--- src/rtl/imem_loader_if.sv ---
// Byte-stream and instruction-memory write bus between the host link, the loader and IMEM.
interface imem_loader_if #(
    parameter int unsigned N = 16,
    parameter int unsigned R = 3
);
    logic [7:0]   in_data;
    logic         in_valid;
    logic         in_last;
    logic         in_ready;
    logic         we;
    logic [R-1:0] waddr;
    logic [N-1:0] wdata;

    // Loader side: consumes bytes, drives the memory write port
    modport slave (
        input  in_data,
        input  in_valid,
        input  in_last,
        output in_ready,
        output we,
        output waddr,
        output wdata
    );

    // Host/memory side: produces bytes, observes the write port
    modport master (
        output in_data,
        output in_valid,
        output in_last,
        input  in_ready,
        input  we,
        input  waddr,
        input  wdata
    );
endinterface

--- src/rtl/imem_loader.sv ---
// Boot-time loader: packs an MSB-first byte stream into N-bit words and writes
// them to IMEM from address 0 while holding the CPU stalled.
module imem_loader #(
    parameter int unsigned N = 16,
    parameter int unsigned R = 3
) (
    input  logic               clk,
    input  logic               rst,
    input  logic               i_start,
    imem_loader_if.slave       bus,
    output logic               o_cpu_stall,
    output logic               o_done,
    output logic [R:0]         o_word_count,
    output logic               o_err
);
    localparam int unsigned BPW = N / 8;
    localparam int unsigned BW  = (BPW > 1) ? $clog2(BPW) : 1;

    localparam logic [1:0] ST_IDLE  = 2'd0;
    localparam logic [1:0] ST_LOAD  = 2'd1;
    localparam logic [1:0] ST_WRITE = 2'd2;
    localparam logic [1:0] ST_DONE  = 2'd3;

    logic [1:0]    r_state;
    logic [N-1:0]  r_asm;
    logic [BW-1:0] r_byte_idx;
    logic [R-1:0]  r_addr;
    logic [R:0]    r_word_count;
    logic          r_err;
    logic          r_last_seen;
    logic          r_in_ready;
    logic          r_we;
    logic [R-1:0]  r_waddr;
    logic [N-1:0]  r_wdata;
    logic          r_cpu_stall;
    logic          r_done;

    logic [1:0]    w_state_nxt;
    logic [N-1:0]  w_asm_nxt;
    logic [BW-1:0] w_byte_idx_nxt;
    logic [R-1:0]  w_addr_nxt;
    logic [R:0]    w_word_count_nxt;
    logic          w_err_nxt;
    logic          w_last_seen_nxt;

    // Next-state and datapath update for the load session
    always_comb begin
        w_state_nxt      = r_state;
        w_asm_nxt        = r_asm;
        w_byte_idx_nxt   = r_byte_idx;
        w_addr_nxt       = r_addr;
        w_word_count_nxt = r_word_count;
        w_err_nxt        = r_err;
        w_last_seen_nxt  = r_last_seen;
        case (r_state)
            ST_IDLE: begin
                if (i_start) begin
                    w_state_nxt      = ST_LOAD;
                    w_asm_nxt        = '0;
                    w_byte_idx_nxt   = '0;
                    w_addr_nxt       = '0;
                    w_word_count_nxt = '0;
                    w_err_nxt        = 1'b0;
                    w_last_seen_nxt  = 1'b0;
                end
            end
            ST_LOAD: begin
                if (bus.in_valid) begin
                    w_asm_nxt       = N'({r_asm, bus.in_data});
                    w_byte_idx_nxt  = r_byte_idx + 1'b1;
                    w_last_seen_nxt = bus.in_last;
                    if (r_byte_idx == BW'(BPW - 1)) begin
                        w_state_nxt = ST_WRITE;
                    end else if (bus.in_last) begin
                        // Truncated final word: drop it and flag the session
                        w_err_nxt   = 1'b1;
                        w_state_nxt = ST_DONE;
                    end
                end
            end
            ST_WRITE: begin
                w_word_count_nxt = r_word_count + 1'b1;
                w_byte_idx_nxt   = '0;
                if (r_last_seen) begin
                    w_state_nxt = ST_DONE;
                end else if (r_addr == {R{1'b1}}) begin
                    // Memory full without a terminating byte
                    w_err_nxt   = 1'b1;
                    w_state_nxt = ST_DONE;
                end else begin
                    w_addr_nxt  = r_addr + 1'b1;
                    w_state_nxt = ST_LOAD;
                end
            end
            default: begin
                w_state_nxt = ST_IDLE;
            end
        endcase
    end

    // State, datapath and registered outputs (decoded from the next state)
    always_ff @(posedge clk) begin
        if (rst) begin
            r_state      <= ST_IDLE;
            r_asm        <= '0;
            r_byte_idx   <= '0;
            r_addr       <= '0;
            r_word_count <= '0;
            r_err        <= 1'b0;
            r_last_seen  <= 1'b0;
            r_in_ready   <= 1'b0;
            r_we         <= 1'b0;
            r_waddr      <= '0;
            r_wdata      <= '0;
            r_cpu_stall  <= 1'b0;
            r_done       <= 1'b0;
        end else begin
            r_state      <= w_state_nxt;
            r_asm        <= w_asm_nxt;
            r_byte_idx   <= w_byte_idx_nxt;
            r_addr       <= w_addr_nxt;
            r_word_count <= w_word_count_nxt;
            r_err        <= w_err_nxt;
            r_last_seen  <= w_last_seen_nxt;
            r_in_ready   <= (w_state_nxt == ST_LOAD);
            r_we         <= (w_state_nxt == ST_WRITE);
            r_cpu_stall  <= (w_state_nxt != ST_IDLE);
            r_done       <= (w_state_nxt == ST_DONE);
            if (w_state_nxt == ST_WRITE) begin
                r_waddr <= w_addr_nxt;
                r_wdata <= w_asm_nxt;
            end
        end
    end

    assign bus.in_ready  = r_in_ready;
    assign bus.we        = r_we;
    assign bus.waddr     = r_waddr;
    assign bus.wdata     = r_wdata;
    assign o_cpu_stall   = r_cpu_stall;
    assign o_done        = r_done;
    assign o_word_count  = r_word_count;
    assign o_err         = r_err;
endmodule
--- src/flat_wrapper.sv ---
// flat-port wrapper written by rule: the top's interface ports become plain ports
module imem_loader_flat 
#(
    parameter int unsigned N = 16,
    parameter int unsigned R = 3
)
  (clk, rst, i_start, o_cpu_stall, o_done, o_word_count, o_err, bus_in_data, bus_in_valid, bus_in_last, bus_in_ready, bus_we, bus_waddr, bus_wdata);
  imem_loader_if #(.N(N), .R(R)) bus_i ();
  input  logic clk;
  input  logic rst;
  input  logic i_start;
  output logic o_cpu_stall;
  output logic o_done;
  output logic [R:0] o_word_count;
  output logic o_err;
  input wire logic [$bits(bus_i.in_data)-1:0] bus_in_data;
  input wire logic [$bits(bus_i.in_valid)-1:0] bus_in_valid;
  input wire logic [$bits(bus_i.in_last)-1:0] bus_in_last;
  output wire logic [$bits(bus_i.in_ready)-1:0] bus_in_ready;
  output wire logic [$bits(bus_i.we)-1:0] bus_we;
  output wire logic [$bits(bus_i.waddr)-1:0] bus_waddr;
  output wire logic [$bits(bus_i.wdata)-1:0] bus_wdata;
  assign bus_i.in_data = bus_in_data;
  assign bus_i.in_valid = bus_in_valid;
  assign bus_i.in_last = bus_in_last;
  assign bus_in_ready = bus_i.in_ready;
  assign bus_we = bus_i.we;
  assign bus_waddr = bus_i.waddr;
  assign bus_wdata = bus_i.wdata;
  imem_loader #(.N(N), .R(R)) u_core (.clk(clk), .rst(rst), .i_start(i_start), .bus(bus_i), .o_cpu_stall(o_cpu_stall), .o_done(o_done), .o_word_count(o_word_count), .o_err(o_err));
endmodule
--- config.mk ---
export PLATFORM = sky130hd
export DESIGN_NAME = imem_loader_flat
export DESIGN_NICKNAME = d
export VERILOG_FILES = /design/src/rtl/imem_loader_if.sv /design/src/rtl/imem_loader.sv /design/src/flat_wrapper.sv
export SDC_FILE = /design/constraint.sdc
export NUM_CORES = 1
export LEC_CHECK = 0
export ABC_AREA = 0
export CAP_MARGIN = 20
export CORE_UTILIZATION = 54
export CTS_CLUSTER_SIZE = 10
export DETAILED_ROUTE_END_ITERATION = 12
export PLACE_DENSITY_LB_ADDON = 0.05
export REMOVE_ABC_BUFFERS = 1
export SYNTH_ARGS = -nofsm -noshare
export SYNTH_HDL_FRONTEND = slang
export SYNTH_SLANG_ARGS = --single-unit
export TNS_END_PERCENT = 1
--- constraint.sdc ---
create_clock -name clk -period 5.38 [get_ports clk]
set_input_delay 1.076 -clock clk [delete_from_list [all_inputs] [get_ports clk]]
set_output_delay 1.076 -clock clk [all_outputs]
set_load 0.02 [all_outputs]
# --- Word-level counts from Yosys, hierarchy flattened ---
# Index checks and enable logic that the tools add are counted.
totals:
  reg_bits: 51
  inputBits: 13
  out_inout_bits: 28
  wordCells: 64
classes:
  addsub: 3
  n_eq_ne: 12
  muxes: 27
  reduce_logical: 9
ops:
  columns: ["op", "n"]
  rows:
  - ["$mux 16", 2]
  - ["$pmux 16 s2", 1]
  - ["$mux 2", 6]
  - ["$ne 2x2->1 const B", 5]
  - ["$mux 3", 3]
  - ["$mux 1", 8]
  - ["$pmux 4 s2", 1]
  - ["$reduce_and 7->1", 1]
  - ["$eq 2x2->1 const B", 3]
  - ["$pmux 1 s3", 2]
  - ["$pmux 2 s3", 1]
  - ["$pmux 3 s2", 1]
  - ["$reduce_and 3->1", 2]
  - ["$reduce_bool 2->1", 3]
  - ["$add 4x1->4 const B", 1]
  - ["$eq 2x1->1 const B", 2]
  - ["$mux 4", 1]
  - ["$add 3x1->3 const B", 1]
  - ["$eq 3x3->1 const B", 1]
  - ["$reduce_bool 3->1", 1]
  - ["$logic_not 2->1", 1]
  - ["$ne 2x1->1 const B", 1]
  - ["$pmux 1 s2", 1]
  - ["$reduce_and 2->1", 1]
  - ["$add 1x1->1 const B", 1]

# --- Logic depth before layout (Yosys ltp) ---
depth:
  depth_word: 5
  mapped_depth: 8
  depth_no_buf: 6

# --- Worst setup path after synthesis ---
# No wires, ideal clock.
synth_path:
  path_kind: "input -> register"
  from: "in i_start"
  to: "reg u_core.r_waddr[0] (netlist: u_core.bus.waddr[0])"
  setup_ns: 0.123
  arrival_time_ns: 2.200
  t_required_ns: 5.257
  slack_ns: 3.057
  cell_stages: 5
  n_path_buf: 1
  cell_sequence: "o21a_1 a311oi_2 and2_1 buf_6 mux2_1"
synth_between:
  elab_chain_cells: 3
  word_cells_on_any_way: 5
  classes_between: "1 x eq/ne; 4 x mux"
synth_rtl:
  columns: ["element", "line", "source"]
  rows:
  - ["from (decl)", "flat_wrapper.sv:11", "input logic i_start;"]
  - ["$mux 2", "imem_loader.sv:57", "if (i_start) begin"]
  - ["$pmux 2 s3", "imem_loader.sv:55", "case (r_state)"]
  - ["$eq 2x2->1", "imem_loader.sv:129", "if (w_state_nxt == ST_WRITE) begin"]
  - ["to (signal assigned)", "imem_loader.sv:130", "r_waddr <= w_addr_nxt;"]
  - ["to (decl)", "imem_loader.sv:33", "logic [R-1:0] r_waddr;"]
# Several ways; a longest one is shown, not always the timed one.
# A chain may end at the register's enable or synchronous reset.

# --- Worst setup path in the final report ---
layout_path:
  from: "in bus_in_valid"
  to: "reg u_core.r_waddr[0] (netlist: u_core.bus.waddr[0])"
layout_between:
  elab_chain_cells: 3
layout_rtl:
  columns: ["element", "line", "source"]
  rows:
  - ["from (decl)", "flat_wrapper.sv:17", "input wire logic [$bits(bus_i.in_valid)-1:0] bus_in_valid;"]
  - ["$mux 2", "imem_loader.sv:68", "if (bus.in_valid) begin"]
  - ["$pmux 2 s3", "imem_loader.sv:55", null]
  - ["$eq 2x2->1", "imem_loader.sv:129", null]
# No other way between the ends.

==> impl_metrics.yaml <==
outcome:
  status: "finished, final reports clean"
placed_design:
  io_buffers: 40
  dp.cells: 290
  dp_hpwl_mm: 2.957
  routabilityCongestion: 0.8637
  dp_slack_ps: 1972
yosys:
  synth_area_leaders: "dfxtp_1, o22a_1, o31ai_1, a21oi_1, nand2_1"
  ys_types: 35
  syn-cell-area_um2: 2073
  synthFlopType: "dfxtp_1"
  synth_top_area_share_pct: 49.25
  synth-edff-count: 0
  synth_area_leader_cell: "dfxtp_1"
  ys_warn_count: 0
  synthCells: 216
  ys_seq_area_share_pct: 49.25
  syn_area_per_cell_um2: 9.598
  yosysMostFrequentCell: "dfxtp_1"
  ys_ff_latch: 51
  ys_top_cells_by_count: "dfxtp_1, a21oi_1, nand2_1, o22a_1, o31ai_1"
  async_flop_share_pct: 0
worst_setup_path:
  crit_path_start_kind: "primary input"
  worstReg2RegEnd: "u_core.bus.waddr[0]"
  arrival_ps: 3310
  criticalPathCategory: "primary input to register"
  reg2reg_from: "u_core.r_state[0]"
  cp_data_required_time_ps: 5580
  endpoint_kind: "register"
  r2r_slack_ps: 2810
  reg2reg_depth: 6
  crit_fanout: 19
clock_network:
  cts_resized: 0
  clkSinkCount: 51
  cts.htree.levels: 2
  cts.clk_slew.worst_paths_ps: 90
  clk_path_buf_depth: 2
  postCtsSetupBuffers: 0
  cts-buffers-inserted: 5
  cts-root-buf: "clkbuf_8"
  cts_tree: "yes"
  cts_hold_buf: 0
  insertion_delay_ps: 310
worst_hold_path:
  hp-start: "u_core.r_asm[5]"
  worstHoldPathCells: 2
  hold_path.class: "register to register"
  min_to: "u_core.r_asm[13]"
sta:
  final-setup-viol-count: 0
  worst_pin_slew_ps: 887.1
  fin_crit_ps: 3108
  hold_violations: 0
  maxSlewHeadroom_pct: 40.86
  min_period_over_period_pct: 57.77
  clock-skew-final_ps: 10.07
  rsz0062_at_grt: "no"
  maxSlewViolCount: 0
  setup_tns_ps: 0
  worst_slack_ps: 2272
  max_freq_mhz: 321.7
power:
  power_density_nw_per_um2: 298.6
  power_mw: 0.7640
  leakagePower_nw: 1.061
  ir_drop_mv: 0.1927
floorplanning:
  start_util_pct: 56.63
  num_rows: 22
  die_w_um: 63.96
  coreArea_um2: 3661
  ios: 41
  die_area_um2: 4091
  die_h_um: 63.96
run:
  drv_cap: 0
final_layout:
  num_antenna_cells: 0
  finalNetCount: 269
  drive_gt1_share_pct: 5.578
  regArea_um2: 1021
  fillers: 289
  multiInputGateArea_um2: 943.4
  final-instance-count-excl-fill: 299
  syn2layout_area_growth_pct: 23.42
grt:
  grtUsageTotal_pct: 23.75
  overflow: 0
  grt_start_max_net_pins: 35
  grt_pass1_vias: 1725
  grt_antenna_before_repair: 0
  grt_pass1_wl_mm: 7.603
detailed_routing:
  drtAntennaViolNets: 0
  route.detailed.wl_per_inst_um: 15.07
  avgViaCountPerCell: 5.973
  routed_wl_mm: 4.505
  dr.pass1.iters: 4
  vias: 1786
  drc_errors: 0
  first_iter_violations: 170
[state kept, by name, summed over array words and instances, names as in the netlist]
signal,cells
u_core.r_state,2
u_core.r_last_seen,1
u_core.r_byte_idx,1
u_core.o_cpu_stall,1
u_core.bus.in_ready,1
u_core.o_err,1
u_core.bus.waddr,3
u_core.bus.wdata,16
u_core.r_asm,16
u_core.r_addr,3
u_core.o_word_count,4
u_core.o_done,1
u_core.bus.we,1
[cell type report]
type / instances / area share [%]
multi-input cells: 144 / 36.87
clock buffers: 5 / 2.689
inverters: 5 / 0.7335
clock inverters: 3 / 0.9291
well taps: 48 / 2.347
repair buffers: 43 / 16.53
flip-flops and latches: 51 / 39.90
[cell families (layout without fill, tap and decap cells)]
| logic type | count (synthesis) | after routing | share of synthesized area (%) |
|---|---|---|---|
| buf+inv | 21 | 56 | 5.251 |
| mux | 2 | 2 | 1.026 |
| compound gates | 79 | 79 | 26.43 |
| xor+xnor | 1 | 1 | 0.4225 |
| flops | 51 | 51 | 49.25 |
| fa+ha+maj | 6 | 6 | 3.621 |
| simple gates | 56 | 56 | 14.00 |
[cells in the final DEF, fill, tap and decap left out, drive strengths merged, types with 2 or more instances in the layout]
master         count
ha                 6
buf                3
a21oi             27
clkdlybuf4s50     40
nor4b              2
nor3b              2
o31ai             18
clkbuf             5
dfxtp             51
o22a              19
nand3              4
nand3b             5
o21ai              6
nor3               2
nor2b              4
o21a               2
nor2               4
inv                6
nand2             24
clkinvlp           2
a31oi              2
a21o               2
and2               3
[how the worst max path moves through the flow]
stage	start	end	cells past startpoint
2_1_floorplan	i_start	u_core.bus.waddr[0]	4
3_3_place_gp	i_start	u_core.bus.waddr[0]	5
3_5_place_dp	bus_in_valid	u_core.bus.waddr[0]	5
4_1_cts	bus_in_valid	u_core.bus.waddr[0]	5
5_1_grt	bus_in_valid	u_core.bus.waddr[0]	5
6_report	bus_in_valid	u_core.bus.waddr[0]	5
[critical path, cell delays in order]
cell             delay, ps
clkdlybuf4s50_1        520
a21o_1                 220
a311oi_2               410
and2_1                 700
mux2_1                 380
[stage by stage]
step	utilization [%]	cell area [um2]	hold slack, ps
floorplan	-	1983	442.8
global placement	67.16	2459	457.7
detailed placement	67.16	2459	467.8
CTS	69.69	2551	482.3
global route	69.89	2559	499.7
finish	69.89	2559	480.8
[layer usage]
| layer | global-route usage, % | share of wire, % | routed length (um) |
|---|---|---|---|
| met5 | 0 | 0 | 0 |
| met4 | 11.93 | 1.7 | 78 |
| met3 | 4.464 | 4.6 | 206 |
| met2 | 42.95 | 50 | 2250 |
| met1 | 26.26 | 44 | 1969 |
[power by group]
part	switching [mW]	internal, mW
logic	0.0782	0.0564
registers	0.0109	0.395
clock network	0.130	0.0931
total	0.219	0.545
No activity file was read; power rests on OpenSTA's default activity.
